File: config.mk
export PLATFORM = sky130hd
export DESIGN_NAME = addsub_pipe
export DESIGN_NICKNAME = d
export VERILOG_FILES = /design/src/rtl/addsub_pipe.sv
export SDC_FILE = /design/constraint.sdc
export NUM_CORES = 1
export LEC_CHECK = 0
export CORE_MARGIN = 3
export CORE_UTILIZATION = 50
export CTS_BUF_LIST = sky130_fd_sc_hd__clkbuf_4 sky130_fd_sc_hd__clkbuf_8
export DETAILED_ROUTE_END_ITERATION = 6
export GPL_TIMING_DRIVEN = 0
export PLACE_DENSITY = 0.84
export REMOVE_ABC_BUFFERS = 1
export SLEW_MARGIN = 20
export SYNTH_ARGS = -nofsm -noshare
export SYNTH_HDL_FRONTEND = slang
export SYNTH_SLANG_ARGS = --single-unit
File: constraint.sdc
create_clock -name clk -period 4.8 [get_ports clk]
set_input_delay 1.2 -clock clk [delete_from_list [all_inputs] [get_ports clk]]
set_output_delay 1.2 -clock clk [all_outputs]
set_load 0.05 [all_outputs]
File: src/rtl/addsub_pipe.sv
// addsub_pipe: two-stage split-carry adder/subtractor with a valid/ready handshake on both sides.
// Optional build macro ADDSUB_PIPE_SAT_EN adds a 'sat' input that clamps overflowed results.
module addsub_pipe #(
    parameter int WIDTH = 8
) (
    input  logic             clk,
    input  logic             rst_n,
    input  logic             in_valid,
    output logic             in_ready,
    input  logic             op,
    input  logic [WIDTH-1:0] a,
    input  logic [WIDTH-1:0] b,
    input  logic             c_in,
`ifdef ADDSUB_PIPE_SAT_EN
    input  logic             sat,
`endif
    output logic             out_valid,
    input  logic             out_ready,
    output logic [WIDTH-1:0] sum,
    output logic             c_out,
    output logic             ovf
);

    localparam int H = WIDTH / 2;

    logic [WIDTH-1:0] b_eff_s;
    logic             cin_eff_s;
    logic [H:0]       lo_s;

    logic             s1_valid_r;
    logic [H-1:0]     s1_lo_r;
    logic             s1_carry_r;
    logic [H-1:0]     s1_a_hi_r;
    logic [H-1:0]     s1_b_hi_r;
    logic             s1_op_r;
`ifdef ADDSUB_PIPE_SAT_EN
    logic             s1_sat_r;
`endif

    logic [H:0]       hi_s;
    logic [WIDTH-1:0] raw_s;
    logic [WIDTH-1:0] res_s;
    logic             cout_s;
    logic             ovf_s;
    logic             s2_adv_s;

    logic             out_valid_r;
    logic [WIDTH-1:0] sum_r;
    logic             c_out_r;
    logic             ovf_r;

    assign s2_adv_s  = !out_valid_r || out_ready;
    assign in_ready  = !s1_valid_r || s2_adv_s;
    assign out_valid = out_valid_r;
    assign sum       = sum_r;
    assign c_out     = c_out_r;
    assign ovf       = ovf_r;

    // Stage 1 low half: subtract is a + ~b + !borrow_in.
    always_comb begin
        b_eff_s   = b;
        cin_eff_s = c_in;
        if (op) begin
            b_eff_s   = ~b;
            cin_eff_s = ~c_in;
        end else begin
            b_eff_s   = b;
            cin_eff_s = c_in;
        end
        lo_s = {1'b0, a[H-1:0]} + {1'b0, b_eff_s[H-1:0]} + {{H{1'b0}}, cin_eff_s};
    end

    // Stage 2 upper half, flags and optional clamp; borrow-out is the inverted adder carry.
    always_comb begin
        hi_s   = {1'b0, s1_a_hi_r} + {1'b0, s1_b_hi_r} + {{H{1'b0}}, s1_carry_r};
        raw_s  = {hi_s[H-1:0], s1_lo_r};
        cout_s = s1_op_r ? ~hi_s[H] : hi_s[H];
        ovf_s  = (s1_a_hi_r[H-1] == s1_b_hi_r[H-1]) && (raw_s[WIDTH-1] != s1_a_hi_r[H-1]);
        res_s  = raw_s;
`ifdef ADDSUB_PIPE_SAT_EN
        if (s1_sat_r && ovf_s) begin
            res_s = s1_a_hi_r[H-1] ? {1'b1, {(WIDTH-1){1'b0}}} : {1'b0, {(WIDTH-1){1'b1}}};
        end else begin
            res_s = raw_s;
        end
`endif
    end

    // Stage 1 register: captures operands only on an accepted handshake.
    always_ff @(posedge clk or negedge rst_n) begin
        if (!rst_n) begin
            s1_valid_r <= 1'b0;
            s1_lo_r    <= {H{1'b0}};
            s1_carry_r <= 1'b0;
            s1_a_hi_r  <= {H{1'b0}};
            s1_b_hi_r  <= {H{1'b0}};
            s1_op_r    <= 1'b0;
`ifdef ADDSUB_PIPE_SAT_EN
            s1_sat_r   <= 1'b0;
`endif
        end else if (in_ready) begin
            s1_valid_r <= in_valid;
            if (in_valid) begin
                s1_lo_r    <= lo_s[H-1:0];
                s1_carry_r <= lo_s[H];
                s1_a_hi_r  <= a[WIDTH-1:H];
                s1_b_hi_r  <= b_eff_s[WIDTH-1:H];
                s1_op_r    <= op;
`ifdef ADDSUB_PIPE_SAT_EN
                s1_sat_r   <= sat;
`endif
            end
        end
    end

    // Stage 2 / output register: holds the result until the consumer takes it.
    always_ff @(posedge clk or negedge rst_n) begin
        if (!rst_n) begin
            out_valid_r <= 1'b0;
            sum_r       <= {WIDTH{1'b0}};
            c_out_r     <= 1'b0;
            ovf_r       <= 1'b0;
        end else if (s2_adv_s) begin
            out_valid_r <= s1_valid_r;
            if (s1_valid_r) begin
                sum_r   <= res_s;
                c_out_r <= cout_s;
                ovf_r   <= ovf_s;
            end
        end
    end

endmodule

==> out/summary.txt <==
Status: complete, no violations
Maximum VDD drop: 0.0003381 V
Port Buf Inserts: 33
Measured slew at the worst slew-check pin: 0.5836 ns
Vias in the first global route: 936
Detailed-placement wirelength estimate: 1913 µm
Clk_skew: 0.003079 ns
Clk Latency, worst-skew pair: 0.33 ns
Vias: 867
Fin nets: 179
Ant. Diodes: 0
FF-to-FF setup slack: 2.88 ns
# resized after CTS: 0
Final min period: 3.838 ns
Crit-path slowest cell: clkdlybuf4s50_1
CP Cell Sequence: clkdlybuf4s50_1, nand3b_4, clkdlybuf4s50_1
First-pass GRT wire length: 4250 µm
Share of cells above drive strength 1: 13.01%
Hold path depth: 2
Seq/Total Area, Yosys: 47.36%
Crit path launch: out_ready
CP Max Fanout: 3
Largest net degree at the start of global routing: 27
Area growth, synth to finish: 26.14%
Hold EP: sum[5]$_DFFE_PN0P_
Capture point of the worst reg-to-reg path: c_out$_DFFE_PN0P_
Hold Path Origin: sum[5]$_DFFE_PN0P_
Synthesis Warnings: 0
Max-slew violation count: 0
CTS buffer count: 3
Inst Count DP: 172
Data arrival, critical path: 2.64 ns
# Post-CTS Setup Buffers: 0
Post-synth cell types: 23
Clock transition at path regs: 0.14 ns
Fmax: 260.6 MHz
Seq cells post-synth: 26
Most used cell, CP: clkdlybuf4s50_1
Initial drt markers: 18
Hold WC Path Type: reg2reg
Kind of critical path: in2out
Clock Path Buffers: 2
Final hold violations: 0
Grt total ovfl: 0
Root Buffer: clkbuf_4
Cell Count, Final, Fillers Out: 176
I/O Pins: 34
Final setup vio count: 0
Startpoint Class: input port
Die W: 58.42 µm
Placer Congestion: 0.8293
Die height: 58.42 µm
P_leak: 0.7919 nW
CTS sink cnt: 26
Register-to-Register Path Depth: 7
Critical Path RT: 3.60 ns
DRT Pass-1 Iters: 5
Syn Inst Count: 113
Tot GR Track Use: 16.40%
Wire length per cell: 13.43 µm
Setup WS pre-CTS: 0.9537 ns
# rows: 18
PD cells: 476.5 mW/mm²
Core ar.: 0.002545 mm²
Synthesized cell area: 0.001374 mm²
Final setup TNS: 0 ns
Drt total wl: 2363 µm
Max cap viols: 0
Period utilization: 79.96%
Critical Path Max Stage Delay: 0.81 ns
Initial antenna violation count: 0
Post-DRT Antenna Nets: 0
Die Area: 0.003412 mm²
Vias per inst: 4.926
Total power: 0.0008258 W
Residual DRC: 0
Rel. slew slack: 61.09%
Hold_ws: 0.4924 ns
RSZ-0062 raised after global routing: false
H-tree levels: 1
Initial Utilization: 53.98%
Post-Syn Area per Cell: 12.16 µm²
Reg-to-Reg Start: s1_carry_r$_DFFE_PN0P_
Final setup margin: 0.9621 ns
Crit. End Element: primary output
Post-CTS Hold Buffers: 0
CTS tree: built
[synth_stat cells, drive strengths merged]
cell type / number / area share, %
nand3b: 2 / 2.0
nor2: 4 / 1.1
a211oi: 1 / 0.55
xor2: 9 / 5.7
ha: 6 / 5.5
buf: 4 / 2.9
o21ai: 9 / 3.3
a21oi: 6 / 2.2
o31ai: 1 / 0.55
nand2: 13 / 4.3
dfrtp: 26 / 47
a21o: 2 / 1.1
nand2b: 4 / 1.8
inv: 5 / 1.4
fa: 4 / 5.8
xnor2: 6 / 3.8
mux2: 11 / 11
[how the worst max path moves through the flow]
stage / to
finish: in_ready
global route: in_ready
CTS: in_ready
detailed placement: in_ready
global placement: in_ready
floorplan: s1_carry_r$_DFFE_PN0P_
[worst max-delay path, delay by kind of cell]
family,cells,cell delay (ns)
buf+inv,2,1.28
simple gates,1,0.15
[flip-flops by register name, indices dropped and copies added (netlist names)]
name and cells:
c_out 1, s1_a_hi_r 4, sum 8, out_valid 1, s1_b_hi_r 4, s1_lo_r 4, s1_carry_r 1, s1_op_r 1
ovf 1, s1_valid_r 1
[cells by family (layout without fill, tap and decap cells)]
logic type | after synthesis | count (layout) | share of synthesized area (%)
AOI/OAI and AO/OA | 19 | 19 | 7.650
xor gates and xnor gates | 15 | 15 | 9.563
adders and majority gates | 10 | 10 | 11.29
buffers and inverters | 9 | 42 | 4.280
DFF | 26 | 26 | 47.36
muxes | 11 | 11 | 10.66
and+or+nand+nor | 23 | 23 | 9.198
[per-stage QoR]
stage	instance area, µm²	util, %
6_report	1733	68.09
4_1_cts	1738	68.29
3_3_place_gp	1702	66.86
5_1_grt	1733	68.09
2_1_floorplan	1334	-
3_5_place_dp	1702	66.86
[cells in the final DEF, fill, tap and decap left out, types with 4 or more instances in the layout]
cell             count
mux2_2               5
nor2_1               4
fa_1                 4
xnor2_1              6
ha_1                 6
mux2_4               6
nand2_1             11
a21oi_1              6
dfrtp_1             26
o21ai_0              9
nand2b_1             4
clkdlybuf4s50_1     32
xor2_1               9
inv_1                5
[routing by layer]
| layer | track usage (%) | vias to the layer above | part of all wire [%] |
|---|---|---|---|
| met3 | 1.096 | 5 | 3.8 |
| met2 | 29.03 | 22 | 51 |
| met1 | 20.20 | 400 | 43 |
| met5 | 0 | - | 0 |
| li1 | - | 440 | - |
| met4 | 7.947 | 0 | 2.1 |
[where the power goes]
part           internal, W  switching [W]  leakage, nW
sequential        0.000281      0.0000345        0.308
combinational     0.000162       0.000237        0.463
clock            0.0000465      0.0000653       0.0210
[final cells by class]
class                   instances  area [µm²]
fillers                       196       812.0
multi-input cells              78       664.4
flip-flops and latches         26       650.6
repair buffers                 33       325.3
well taps                      30       37.54
clock buffers                   4       36.28
inverters                       5       18.77
Power figures use the tool's default switching activity.
